### config.mk
export PLATFORM = sky130hd
export DESIGN_NAME = ram_port_arbiter
export DESIGN_NICKNAME = d
export VERILOG_FILES = /design/src/rtl/ram_port_arbiter.sv
export SDC_FILE = /design/constraint.sdc
export NUM_CORES = 1
export LEC_CHECK = 0
export CAP_MARGIN = 20
export CELL_PAD_IN_SITES_DETAIL_PLACEMENT = 1
export CELL_PAD_IN_SITES_GLOBAL_PLACEMENT = 2
export CORE_MARGIN = 1.5
export CORE_UTILIZATION = 34
export CTS_BUF_LIST = sky130_fd_sc_hd__clkbuf_16
export DETAILED_ROUTE_END_ITERATION = 10
export DONT_BUFFER_PORTS = 1
export GPL_TIMING_DRIVEN = 0
export PLACE_DENSITY_LB_ADDON = 0.1
export SLEW_MARGIN = 20
export SYNTH_ARGS = -nofsm -noshare
export SYNTH_HDL_FRONTEND = slang
export SYNTH_SLANG_ARGS = --single-unit
### constraint.sdc
create_clock -name clk -period 1.7 [get_ports clk]
set_input_delay 0.51 -clock clk [delete_from_list [all_inputs] [get_ports clk]]
set_output_delay 0.51 -clock clk [all_outputs]
set_load 0.02 [all_outputs]
### src/rtl/ram_port_arbiter.sv
// ram_port_arbiter: shares one RAM port between CPU, PS2 writer and display reader (optional starvation guard via RAMARB_STARVE_GUARD_EN)
module ram_port_arbiter #(
  parameter int ADDR_W       = 10,
  parameter int DATA_W       = 32,
  parameter int STARVE_LIMIT = 8
) (
  input  logic              clk,
  input  logic              rst,
  input  logic              cpu_req,
  input  logic              cpu_we,
  input  logic [ADDR_W-1:0] cpu_addr,
  input  logic [DATA_W-1:0] cpu_wdata,
  output logic              cpu_gnt,
  output logic              cpu_rvalid,
  input  logic              ps2_req,
  input  logic [ADDR_W-1:0] ps2_addr,
  input  logic [DATA_W-1:0] ps2_wdata,
  output logic              ps2_gnt,
  input  logic              disp_req,
  input  logic [ADDR_W-1:0] disp_addr,
  output logic              disp_gnt,
  output logic              disp_rvalid,
  output logic [DATA_W-1:0] rdata,
  output logic [ADDR_W-1:0] ram_addr,
  output logic              ram_we,
  output logic [DATA_W-1:0] ram_din,
  input  logic [DATA_W-1:0] ram_dout,
  output logic [1:0]        owner
);
  typedef enum logic [1:0] {IDLE, ISSUE, RWAIT} state_t;
  state_t state_q, state_d;
  logic [1:0] owner_q, owner_d;
  logic we_q, we_d;
  logic [ADDR_W-1:0] addr_q, addr_d;
  logic [DATA_W-1:0] din_q, din_d, rdata_q, rdata_d;
  logic rv_q, rv_d;
  logic ps2_starved, disp_starved, cpu_win, ps2_win, disp_win, issue;
  assign issue = state_q == ISSUE;
`ifdef RAMARB_STARVE_GUARD_EN
  localparam int CW = $clog2(STARVE_LIMIT + 1);
  logic [CW-1:0] ps2_cnt_q, ps2_cnt_d, disp_cnt_q, disp_cnt_d;
  assign ps2_starved  = ps2_req && ps2_cnt_q == CW'(STARVE_LIMIT);
  assign disp_starved = disp_req && disp_cnt_q == CW'(STARVE_LIMIT);
  always_comb begin
    ps2_cnt_d  = (!ps2_req || ps2_gnt) ? '0 : (ps2_cnt_q == CW'(STARVE_LIMIT)) ? ps2_cnt_q : ps2_cnt_q + 1'b1;
    disp_cnt_d = (!disp_req || disp_gnt) ? '0 : (disp_cnt_q == CW'(STARVE_LIMIT)) ? disp_cnt_q : disp_cnt_q + 1'b1;
  end
  always_ff @(posedge clk) begin
    if (rst) begin
      ps2_cnt_q  <= '0;
      disp_cnt_q <= '0;
    end else begin
      ps2_cnt_q  <= ps2_cnt_d;
      disp_cnt_q <= disp_cnt_d;
    end
  end
`else
  assign ps2_starved  = 1'b0;
  assign disp_starved = 1'b0;
`endif
  // a starved PS2 beats a starved display, and either beats the CPU
  assign cpu_win  = cpu_req && !ps2_starved && !disp_starved;
  assign ps2_win  = ps2_starved || (ps2_req && !cpu_req && !disp_starved);
  assign disp_win = !ps2_starved && (disp_starved || (disp_req && !cpu_req && !ps2_req));
  always_comb begin
    state_d = state_q;
    owner_d = owner_q;
    we_d    = we_q;
    addr_d  = addr_q;
    din_d   = din_q;
    rdata_d = rdata_q;
    rv_d    = 1'b0;
    case (state_q)
      IDLE: if (cpu_win || ps2_win || disp_win) begin
        state_d = ISSUE;
        owner_d = cpu_win ? 2'd1 : ps2_win ? 2'd2 : 2'd3;
        we_d    = cpu_win ? cpu_we : ps2_win;
        addr_d  = cpu_win ? cpu_addr : ps2_win ? ps2_addr : disp_addr;
        din_d   = cpu_win ? cpu_wdata : ps2_win ? ps2_wdata : din_q;
      end
      ISSUE: state_d = we_q ? IDLE : RWAIT;
      RWAIT: begin
        rdata_d = ram_dout;
        rv_d    = 1'b1;
        state_d = IDLE;
      end
      default: state_d = IDLE;
    endcase
  end
  always_ff @(posedge clk) begin
    if (rst) begin
      state_q <= IDLE;
      owner_q <= '0;
      we_q    <= 1'b0;
      addr_q  <= '0;
      din_q   <= '0;
      rdata_q <= '0;
      rv_q    <= 1'b0;
    end else begin
      state_q <= state_d;
      owner_q <= owner_d;
      we_q    <= we_d;
      addr_q  <= addr_d;
      din_q   <= din_d;
      rdata_q <= rdata_d;
      rv_q    <= rv_d;
    end
  end
  // address/data latches drive the RAM directly, so they hold outside ISSUE
  assign ram_addr    = addr_q;
  assign ram_din     = din_q;
  assign ram_we      = issue && we_q;
  assign cpu_gnt     = issue && owner_q == 2'd1;
  assign ps2_gnt     = issue && owner_q == 2'd2;
  assign disp_gnt    = issue && owner_q == 2'd3;
  assign cpu_rvalid  = rv_q && owner_q == 2'd1;
  assign disp_rvalid = rv_q && owner_q == 2'd3;
  assign rdata       = rdata_q;
  assign owner       = owner_q;
endmodule

After elaboration in Yosys (flattened, before gate mapping)
Cells that the tools add are included.
{ "op_classes": {"n_eq_ne": 6, "n_mux": 11, "reduce_logical": 17} }
{ "ops": {"columns": ["cell", "count"], "rows": [
  ["32-bit 2-to-1 mux", 2],
  ["10-bit 2-to-1 mux", 2],
  ["1-bit logical AND", 9],
  ["2-bit == test, second input constant", 3],
  ["2-bit 2-to-1 mux", 3],
  ["2-bit by 1-bit == test with 1-bit output, second input constant", 2],
  ["2-bit case mux with 2 select lines", 1],
  ["1-bit 2-to-1 mux", 3],
  ["3-bit AND reduction", 1],
  ["1-bit logical NOT", 2],
  ["2-bit logical NOT", 1],
  ["1-bit logical OR", 2],
  ["2-bit != test, second input constant", 1],
  ["2-bit AND reduction", 1],
  ["2-bit nonzero test", 1]
]} }
{ "word_totals": {"ff_bits": 80, "inputBits": 132, "output_inout_bits": 82, "word_cells": 41} }

Depth between registers and ports, before layout
Gate-level depths: netlist of the first run.
{ "depth": {"ltp_word": 6, "depth_mapped": 6, "ltp_nobuf": 3} }

Worst setup path after synthesis of the first run
Ideal clock, no wire load.
{ "synth_timing": {"path_kind": "register -> output", "from": "register owner_q[0] (netlist: owner[0])", "to": "output port cpu_gnt", "arrival_ns": 1.064, "required_time_ns": 1.190, "path_slack_ns": 0.126, "path_stages_with_launch": 2, "path_buffers": 0, "path_cell_list": "dfxtp_1 nor3b_1"} }
{ "synth_via": {"elab_chain_len": 2} }
{ "synth_lines": {"columns": ["element", "line_no", "rtl"], "rows": [
  ["start, declared", "32", "logic [1:0] owner_q, owner_d;"],
  ["start signal, assigned", "101", "owner_q <= owner_d;"],
  ["2-bit by 1-bit == test with 1-bit output", "113", "assign cpu_gnt = issue && owner_q == 2'd1;"],
  ["1-bit logical AND", "113", null],
  ["end, declared", "13", "output logic cpu_gnt,"]
]} }
No other way between the ends.

Final worst setup path of the first run
{ "layout_timing": {"from": "register state_q[1]", "to": "output port ps2_gnt"} }
{ "layout_via": {"elab_chain_len": 2} }
{ "layout_lines": {"columns": ["element", "line_no", "rtl"], "rows": [
  ["start, declared", "31", "state_t state_q, state_d;"],
  ["start signal, assigned", "100", "state_q <= state_d;"],
  ["2-bit by 1-bit == test with 1-bit output", "38", "assign issue = state_q == ISSUE;"],
  ["1-bit logical AND", "114", "assign ps2_gnt = issue && owner_q == 2'd2;"],
  ["end, declared", "18", "output logic ps2_gnt,"]
]} }
No other way between the ends.

==> run metrics, run 1 <==
status complete, no violations; router iterations before antenna repair 4; routability cong. 0.666; total track usage 17.0%; Final Hold Viols 0; Nets 522; detailed-placement wirelength estimate 7370 um; Post-CTS Setup Bufs 0; Worst-Skew Late Latency 330 ps; DIE AREA 11,300 um2; first-pass GRT wire length 14,800 um; ant diodes 0; Seq/Total Area, Yosys 44.2%; relative slew slack 53.9%; worst setup margin 60.1 ps; Buf+Inv Stages, Crit Path 0; CP Data Arrival Time 1130 ps; Clock transition at path regs 60 ps; Hold WS 315 ps; Startpoint Class register; total number of vias 2,749; Worst path top cell family by delay simple AND/OR/NAND/NOR gates; initial antenna violation count 0; critical path fanouts, max 5; row count 37; fill count 1,169; Post-Place Setup Slack -156 ps; CTS Hold Buffers Added 0; die width 106 um; skew final 6.50 ps; I/O Buffers 0; P_leak 1.52 nW; slowest stage delay, CP 330 ps; Final Cell Area 4140 um2; Cell Area, Synth 3620 um2; multi-input logic area 1840 um2; vias in the first global route 2,786; layout cells sized above 1 24.4%; htree depth 3; CP max-delay cell dfxtp_2; Die H 106 um; Yosys cell types 24; CTS tree done; Avg Inst Size Synth 9.56 um2; Iter 0 DRT Violations 69; worst hold path class input pin to register; IO Pins 214; WL/cell 18.4 um; period utilization 96.5%; setup_tns 0 ps; Final Util 40.1%; Net Count, Synth 511; area of the core 10,300 um2; Data required, critical path 1190 ps; largest net degree at the start of global routing 13; FF+latch area 1610 um2; Finish-stage setup viols 0; Mapped Cells 379; Max Clk Rate 610 MHz; VDD IR max 400 uV; Final min period 1640 ps; crit-path cells nand2b_4 -> nor3b_4; vias per cell 5.20; total CTS buffers 9; Clock Tree Buf Depth 2; Max Slew Vio Count 0; final WL 9760 um; Detail Route Antenna Nets 0; DR DRC count 0; RSZ-0062 raised after global routing no; clock root cell clkbuf_16; Worst Setup End Kind output pin; Starting Density 35.1%; critical path type register to output pin; # Max-Cap Violations 0; Clock Sinks 80; P per Cell Area 1230 nW/um2; Area after DPL 3790 um2; synth warn 0; grt ovf 0; Worst-Margin Slew 692 ps; Layout area overhead 14.3%; Synth Register Bits 80
power by group:
part	switching (mW)	total, mW	internal (mW)
Combinational	0.419	0.739	0.320
Clock	0.711	1.97	1.26
Sequential	0.325	2.37	2.04
cell usage in the layout, fill, tap and decap left out, drive strengths merged:
master	synthesis	routed
nor2b	2	2
o21a	1	1
a211oi	34	34
or2	1	1
buf	19	19
dfxtp	80	80
inv	3	3
or3	1	1
nor3b	2	2
bufinv	0	2
and3	1	1
o22ai	10	10
mux2i	42	42
nand2b	2	2
clkinv	0	3
nand2	76	76
nor2	5	5
mux2	10	10
clkbuf	18	27
a21oi	68	68
nor3	1	1
nand3	1	1
and2	2	2
sequential cells by signal, summed over array words and instances (netlist names):
| register | cells |
|---|---|
| owner | 2 |
| ram_addr | 10 |
| ram_din | 32 |
| rdata | 32 |
| rv_q | 1 |
| state_q | 2 |
| we_q | 1 |
kinds of logic (layout without fill, tap and decap cells):
logic type / Yosys count / count (layout) / synth area share, %
AO/OA/AOI/OAI: 113 / 113 / 24.2
flip-flops: 80 / 80 / 44.2
buffers and inverters: 40 / 54 / 6.01
multiplexers: 52 / 52 / 14.7
AND/OR/NAND/NOR: 94 / 94 / 10.8
synth_stat cells:
master    count  area, um2
and3_1        1       6.26
mux2i_1      42        420
nor2b_1       2       12.5
or3_4         1       11.3
a21oi_1      68        340
nor3b_1       2       15.0
mux2_2       10        113
nor3_1        1       5.00
nand3_1       1       5.00
and2_1        1       6.26
nor2_1        5       18.8
inv_1         3       11.3
buf_2        12       60.1
and2_4        1       8.76
a211oi_2     30        375
clkbuf_1     18       67.6
dfxtp_1      80       1600
or2_1         1       6.26
nand2_1      76        285
nand2b_1      2       12.5
buf_6         7       78.8
a211oi_1      4       30.0
o22ai_2      10        125
o21a_1        1       7.51
per-stage QoR:
step	power, mW	std cells
global route	5.33	529
detailed placement	3.15	515
finish	5.08	529
floorplan	2.96	379
global placement	3.13	515
CTS	5.18	529
cell type report:
type | instances | share of cell area (%)
clock buffers | 9 | 5.44
flip-flops and latches | 80 | 38.9
multi-input cells | 259 | 44.5
well taps | 136 | 4.11
inverters | 3 | 0.272
plain buffers | 37 | 5.04
clock inverters | 5 | 1.78
worst register-to-register path: cells and delay by family, from the launching register on:
family                 cells  cell delay, ps
buffers and inverters      2             640
DFF                        1             370
and+or+nand+nor            2             210
AOI/OAI and AO/OA          1             160
metal layers:
layer | up-vias | wire (um) | track usage (%)
li1 | 1350 | - | -
met1 | 1273 | 4090 | 20.5
met2 | 118 | 4640 | 27.6
met3 | 8 | 943 | 6.56
met4 | 0 | 84 | 5.79
met5 | - | 0 | 0
path summary, 6_finish.rpt:
path	cells past startpoint	startpoint	end	slack, ps
setup / recovery	2	state_q[1]	ps2_gnt	60
hold / removal	2	ram_dout[21]	rdata[21]	310
setup reg to reg	5	state_q[0]	rdata[8]	270
hold reg to reg	1	we_q	state_q[1]	480
timing repair:
action | CTS | global route
setup endpoints to repair | 6 | 19
pin swaps | 2 | 1
gates resized for setup | 12 | 7
(Power assumes the default switching activity.)
==> run 2: changes to the inputs <==
--- a/config.mk
+++ b/config.mk
@@ -5,6 +5,7 @@
 export SDC_FILE = /design/constraint.sdc
 export NUM_CORES = 1
 export LEC_CHECK = 0
+export ABC_CLOCK_PERIOD_IN_PS = 1700
 export CAP_MARGIN = 20
 export CELL_PAD_IN_SITES_DETAIL_PLACEMENT = 1
 export CELL_PAD_IN_SITES_GLOBAL_PLACEMENT = 2
==> results of run 2 <==
Same layout as run 1: the final DEF is identical, and so are final timing and power.
==> run 3: changes to the inputs <==
--- a/config.mk
+++ b/config.mk
@@ -5,12 +5,13 @@
 export SDC_FILE = /design/constraint.sdc
 export NUM_CORES = 1
 export LEC_CHECK = 0
+export ABC_AREA = 1
 export ABC_CLOCK_PERIOD_IN_PS = 1700
 export CAP_MARGIN = 20
 export CELL_PAD_IN_SITES_DETAIL_PLACEMENT = 1
 export CELL_PAD_IN_SITES_GLOBAL_PLACEMENT = 2
 export CORE_MARGIN = 1.5
-export CORE_UTILIZATION = 34
+export CORE_UTILIZATION = 30
 export CTS_BUF_LIST = sky130_fd_sc_hd__clkbuf_16
 export DETAILED_ROUTE_END_ITERATION = 10
 export DONT_BUFFER_PORTS = 1
==> run 3 against run 2 <==
  * The flow now finishes with violations (setup timing)
  * Register-to-register slack improved by 140 ps
  * Critical path depth stayed put
  * Synthesized area is 2.7% lower
  * Final area fell by 1.6%
  * Utilization decreased by 4.4 points
==> run metrics, run 3 <==
status finished with violations; failing checks setup timing; ant diodes 0 (unchanged); top area cells in the synthesized netlist dfxtp_1 45%, nor2_1 16%, nand2_1 14%; CTS Hold Buffers Added 0 (unchanged); layout cells sized above 1 10.9% (-14 points); Clock transition at path regs 60 ps (about the same); P_leak 1.93 nW (+27%); Seq/Total Area, Yosys 45.4% (+1.2 points); most common cell in the netlist nor2_1; vias per cell 4.81 (-7.5%); fin cells 693 (+31%); htree depth 3 (unchanged); setup_tns -385 ps (-385 ps); critical path fanouts, max 4 (-1); Final Hold Viols 0 (unchanged); total CTS buffers 9 (unchanged); Synth Register Bits 80 (unchanged); WL/cell 16.0 um (-13%); Iter 0 DRT Violations 110 (+59%); Nets 678 (+30%); area leader, netlist dfxtp_1; I/O Buffers 0 (unchanged); Comb pwr share 13.8% (-0.8 points); sequential share of power 48.8% (+2.1 points); DIE AREA 12,400 um2 (+9.9%); commonest non-fill, non-tap cells in the layout 152 x nor2_1, 133 x nand2_1, 77 x dfxtp_1, 59 x o21ai_0, 34 x nand3_1; total number of vias 3,330 (+21%); Starting Density 30.9% (-4.2 points); Final min period 1800 ps (+164 ps); RSZ-0062 raised after global routing yes; Clock Sinks 80 (unchanged); worst setup margin -104 ps (-164 ps); vias in the first global route 3,506 (+26%); die width 111 um (+4.9%); Pint 3.42 mW (-5.6%); # Max-Cap Violations 0 (unchanged); largest net degree at the start of global routing 13 (unchanged); post-synthesis mux area share 0% (-15 points); Main synth FF type dfxtp_1; Tot Pwr 4.97 mW (-2.1%); row count 39 (+5.4%); Die H 111 um (+4.9%); Synth Area in Simple Gates 37.4% (+27 points); Avg Inst Size Synth 6.60 um2 (-31%); Sw Ratio 31.3% (+2.6 points); Yosys cell types 20 (-17%); period utilization 106% (+9.7 points); commonest non-fill, non-tap cell in the layout nor2_1; Sw Pwr 1.55 mW (+6.8%); adder-cell share of the synthesized area 0% (unchanged); fill count 1,445 (+24%); Max Slew Vio Count 0 (unchanged); Mapped Cells 534 (+41%); CP Data Arrival Time 1290 ps (+160 ps); P per Cell Area 1220 nW/um2 (-0.52%); Worst-Skew Late Latency 340 ps (about the same); skew final 2.84 ps (-3.66 ps); total track usage 18.2% (+1.2 points); Synth async-reset ratio 0% (unchanged); first-pass GRT wire length 17,700 um (+20%); largest family of logic cells by synthesized area simple AND/OR/NAND/NOR gates; critical path type register to output pin; Finish-stage setup viols 5 (+5); Max Clk Rate 554 MHz (-9.1%); area of the core 11,400 um2 (+11%); Post-synth EDFFs 0 (unchanged); Cell Area, Synth 3520 um2 (-2.7%); VDD IR max 741 uV (+85%); detailed-placement wirelength estimate 8490 um (+15%); routability cong. 0.716 (+7.4%); grt ovf 0 (unchanged); Detail Route Antenna Nets 0 (unchanged); placed insts 677 (+31%); share of the synthesized area in the top cell type 45.4% (+1.2 points); router iterations before antenna repair 4 (unchanged); CTS tree done; Clk pwr share 37.4% (-1.4 points); synth warn 0 (unchanged); Worst-Margin Slew 426 ps (-266 ps); Startpoint Class register; Net Count, Synth 666 (+30%); worst hold path class input pin to register; Clock Tree Buf Depth 2 (unchanged); Layout area overhead 15.7%; clock root cell clkbuf_16; Commonest cells post-synth 153 x nor2_1, 134 x nand2_1, 80 x dfxtp_1, 59 x o21ai_0, 34 x nand3_1; final WL 11,100 um (+13%); compound-cell area share of the yosys netlist 9.37% (-15 points); relative slew slack 71.6% (+18 points); xor and xnor area share after synthesis 0% (unchanged); Hold WS 228 ps (-86.8 ps); Data required, critical path 1190 ps (about the same); DR DRC count 0 (unchanged); initial antenna violation count 0 (unchanged); IO Pins 214 (unchanged); Worst Setup End Kind output pin
[run 3: changes by cell type in the layout (fill, tap and decap cells not counted), sizes merged, moves of 10 or more]
cell and delta:
clkbuf -12, a211oi -34, mux2 -10, nor2 +151, o21ai +64, inv +20, a21oi -66, nand2 +60
o22ai -10, mux2i -42, nand3 +33
[run 3: kinds of logic after synthesis]
family	Yosys count
flip-flops	80
AO/OA/AOI/OAI	66
buffers and inverters	56
AND/OR/NAND/NOR	332
[run 3: final cells by class]
class / instances / area [um2] / share of cell area [%]
multi-input cells: 398 / 1720 / 42.2
repair buffers: 1 / 7.51 / 0.184
well taps: 143 / 179 / 4.39
inverters: 23 / 96.3 / 2.36
flip-flops and latches: 80 / 1610 / 39.5
clock inverters: 6 / 53.8 / 1.32
clock buffers: 9 / 225 / 5.52
plain buffers: 33 / 185 / 4.54
[run 3: repair_timing]
action / in CTS / in global routing
buffers inserted: 0 / 1
pin swaps: 5 / 1
resized for setup: 21 / 0
endpoints found under the setup margin: 6 / 5
[run 3: routing by layer]
metal / vias up / part of all wire, % / global-route usage (%)
li1: 1692 / - / -
met1: 1489 / 42 / 20.9
met2: 133 / 47 / 30.1
met3: 16 / 9.5 / 7.84
met4: 0 / 2.0 / 7.00
met5: - / 0 / 0
[run 3: stage by stage]
step / utilization (%) / worst slack [ps] / instance area, um2
6_report: 35.7 / -104 / 4080
5_1_grt: 35.7 / -179 / 4080
3_3_place_gp: 32.4 / -76.9 / 3700
4_1_cts: 35.6 / -134 / 4070
2_1_floorplan: - / 95.2 / 3520
3_5_place_dp: 32.4 / -86.8 / 3700
[run 3: critical path: stages, from the launching register on]
cell and delay (ps):
dfxtp_4 440, clkinvlp_4 200, nor3_4 320
[run 3: final timing paths]
check / start / endpoint / slack [ps] / cells past startpoint
hold / removal: rst / owner[0] / 230 / 1
setup / recovery: owner[1] / disp_rvalid / -100 / 2
hold reg to reg: we_q / state_q[1] / 420 / 1
setup reg to reg: state_q[1] / rdata[29] / 410 / 6
[run 3: power by group through the flow]
stage	clock network [mW]	registers (mW)	logic, mW
after CTS	1.93	2.43	0.701
after global routing	2.01	2.45	0.805
final	1.86	2.43	0.686
after floorplan	0	2.41	0.518
after detailed placement	0	2.47	0.673
after global placement	0	2.46	0.651
==> variant: new RTL, settings of run 2 <==
Add a define of `RAMARB_STARVE_GUARD_EN`.
--- a/src/rtl/ram_port_arbiter.sv
+++ b/src/rtl/ram_port_arbiter.sv
@@ -1,4 +1,6 @@
 // ram_port_arbiter: shares one RAM port between CPU, PS2 writer and display reader (optional starvation guard via RAMARB_STARVE_GUARD_EN)
+`define RAMARB_STARVE_GUARD_EN
+
 module ram_port_arbiter #(
   parameter int ADDR_W       = 10,
   parameter int DATA_W       = 32,
Function: changed (a bounded check fails within 10 cycles, from zero or initial values and one cycle with rst high).
==> variant against run 2 <==
The run now ends with negative setup slack left; routed wire length rose by 33%; synthesized area is 9.1% higher; non-clock buffer count grew 30; total power rose by 12%; sequential cell count is 8 higher; core utilization is 6.7 points higher; register-to-register slack got worse by 0.31 ns; worst setup slack worse by 0.10 ns; cell area rose by 29%; via count increased by 28%; critical path type unchanged.
==> variant: results (changes against run 2) <==
stage;metric;value;unit;change
global_routing;total track usage;20.2;%;+3.1 points
logic_synthesis;Distinct cells, synth;38;;+58%
sta;Max-slew headroom;47.9;%;-6.0 points
placement;Setup WS pre-CTS;-0.554;ns;-0.398 ns
global_routing;M3 GR Usage;7.44;%;+0.88 points
final_layout;final cell count without fillers;653;;+23%
run_status;outcome;complete, but fails checks;;
global_routing;number of global-route vias before repair;3679;;+32%
sta;PnR worst setup slack;-0.0429;ns;-0.103 ns
sta;total negative slack;-0.433;ns;-0.433 ns
detailed_routing;DRT iter0 DRCs;98;;+42%
pwr;Max VDD drop;690;µV;+73%
global_routing;global routing usage on met1;23.3;%;+2.7 points
final_layout;final core area utilization;46.8;%;+6.7 points
logic_synthesis;multiplexer share of the synthesized area;0;%;-15 points
global_routing;largest net degree at the start of global routing;15;;+2
sta;Min Hold Slack;0.292;ns;-0.0226 ns
pwr;Pleak;1.93;nW;+27%
logic_synthesis;Compound-Gate Fraction of Synth Area;26.2;%;+1.9 points
sta;Finish-stage setup viols;27;;+27
global_routing;first-pass GRT wire length;19600;µm;+33%
final_layout;final net count;641;;+23%
placement;Final HPWL DP;8910;µm;+21%
global_routing;met2 usage;33.7;%;+6.0 points
logic_synthesis;Mapped Nets;600;;+17%
run_status;violated checks;negative setup slack;;
detailed_routing;routed vias/inst;5.38;;+3.6%
logic_synthesis;Post-Synth XOR/XNOR Area;0.886;%;+0.89 points
logic_synthesis;Synth Area in Adders;1.27;%;+1.3 points
clocking;worst skew pair latency;0.35;ns;+0.02 ns
logic_synthesis;average size of a mapped cell;8.52;µm²;-11%
logic_synthesis;Synth area leaders;dfxtp_1 (45%), nand2_1 (13%), a311oi_2 (11%), a21oi_1 (8.7%), o32ai_1 (2.2%);;
logic_synthesis;sequential cell area fraction in the yosys report;44.6;%;+0.36 points
logic_synthesis;most frequent cells after synthesis;nand2_1 (137), dfxtp_1 (88), a21oi_1 (69);;
placement;placed inst area;0.00413;mm²;+8.9%
==> variant: metal layers <==
| metal | vias to the layer above | wire, µm |
|---|---|---|
| met1 | 1663 | 5270 |
| met3 | 17 | 1200 |
| met4 | 0 | 255 |
| met5 | - | 0 |
| li1 | 1688 | - |
| met2 | 146 | 6290 |
==> variant: repair_timing <==
action / CTS / global route
endpoints found under the setup margin: 64 / 55
hold buffers: 0 / 0
cloned: 4 / 5
gates resized for setup: 69 / 66
pin swaps: 26 / 56
setup buffers: 18 / 5
==> variant: power by group <==
part	switching, W	total [W]	internal (W)
Combinational	0.000515	0.00100	0.000488
Sequential	0.000337	0.00257	0.00224
Clock	0.000849	0.00212	0.00128
==> variant: worst paths after layout <==
path | startpoint | to | depth (start not counted)
setup reg to reg | ps2_cnt_q[0]$_SDFFE_PP0P_ | ram_din[9]$_SDFFE_PP0P_ | 9
hold reg to reg | we_q$_SDFFE_PP0P_ | state_q[1]$_SDFFE_PP0P_ | 1
hold / removal | ram_dout[30] | rdata[30]$_SDFFE_PP0P_ | 2
setup / recovery | state_q[1]$_SDFFE_PP0P_ | ps2_gnt | 2
==> variant: critical path, cell delays in order, from the launching register on <==
cell,delay (ns)
dfxtp_2,0.34
nand2b_4,0.19
nor3b_4,0.35
==> variant: cell type report <==
type	instances	share of cell area [%]
Multi-Input combinational cell	322	41.3
Timing Repair Buffer	31	8.93
Inverter	17	1.20
Clock inverter	7	1.64
Sequential cell	88	33.4
Tap cell	143	3.36
Clock buffer	9	4.23
Buffer	36	5.94
==> variant: cells by family after synthesis <==
kind of cell	after synthesis
AOI/OAI and AO/OA	129
DFF	88
buffers and inverters	54
and+or+nand+nor	185
adders and majority gates	4
xor gates and xnor gates	4
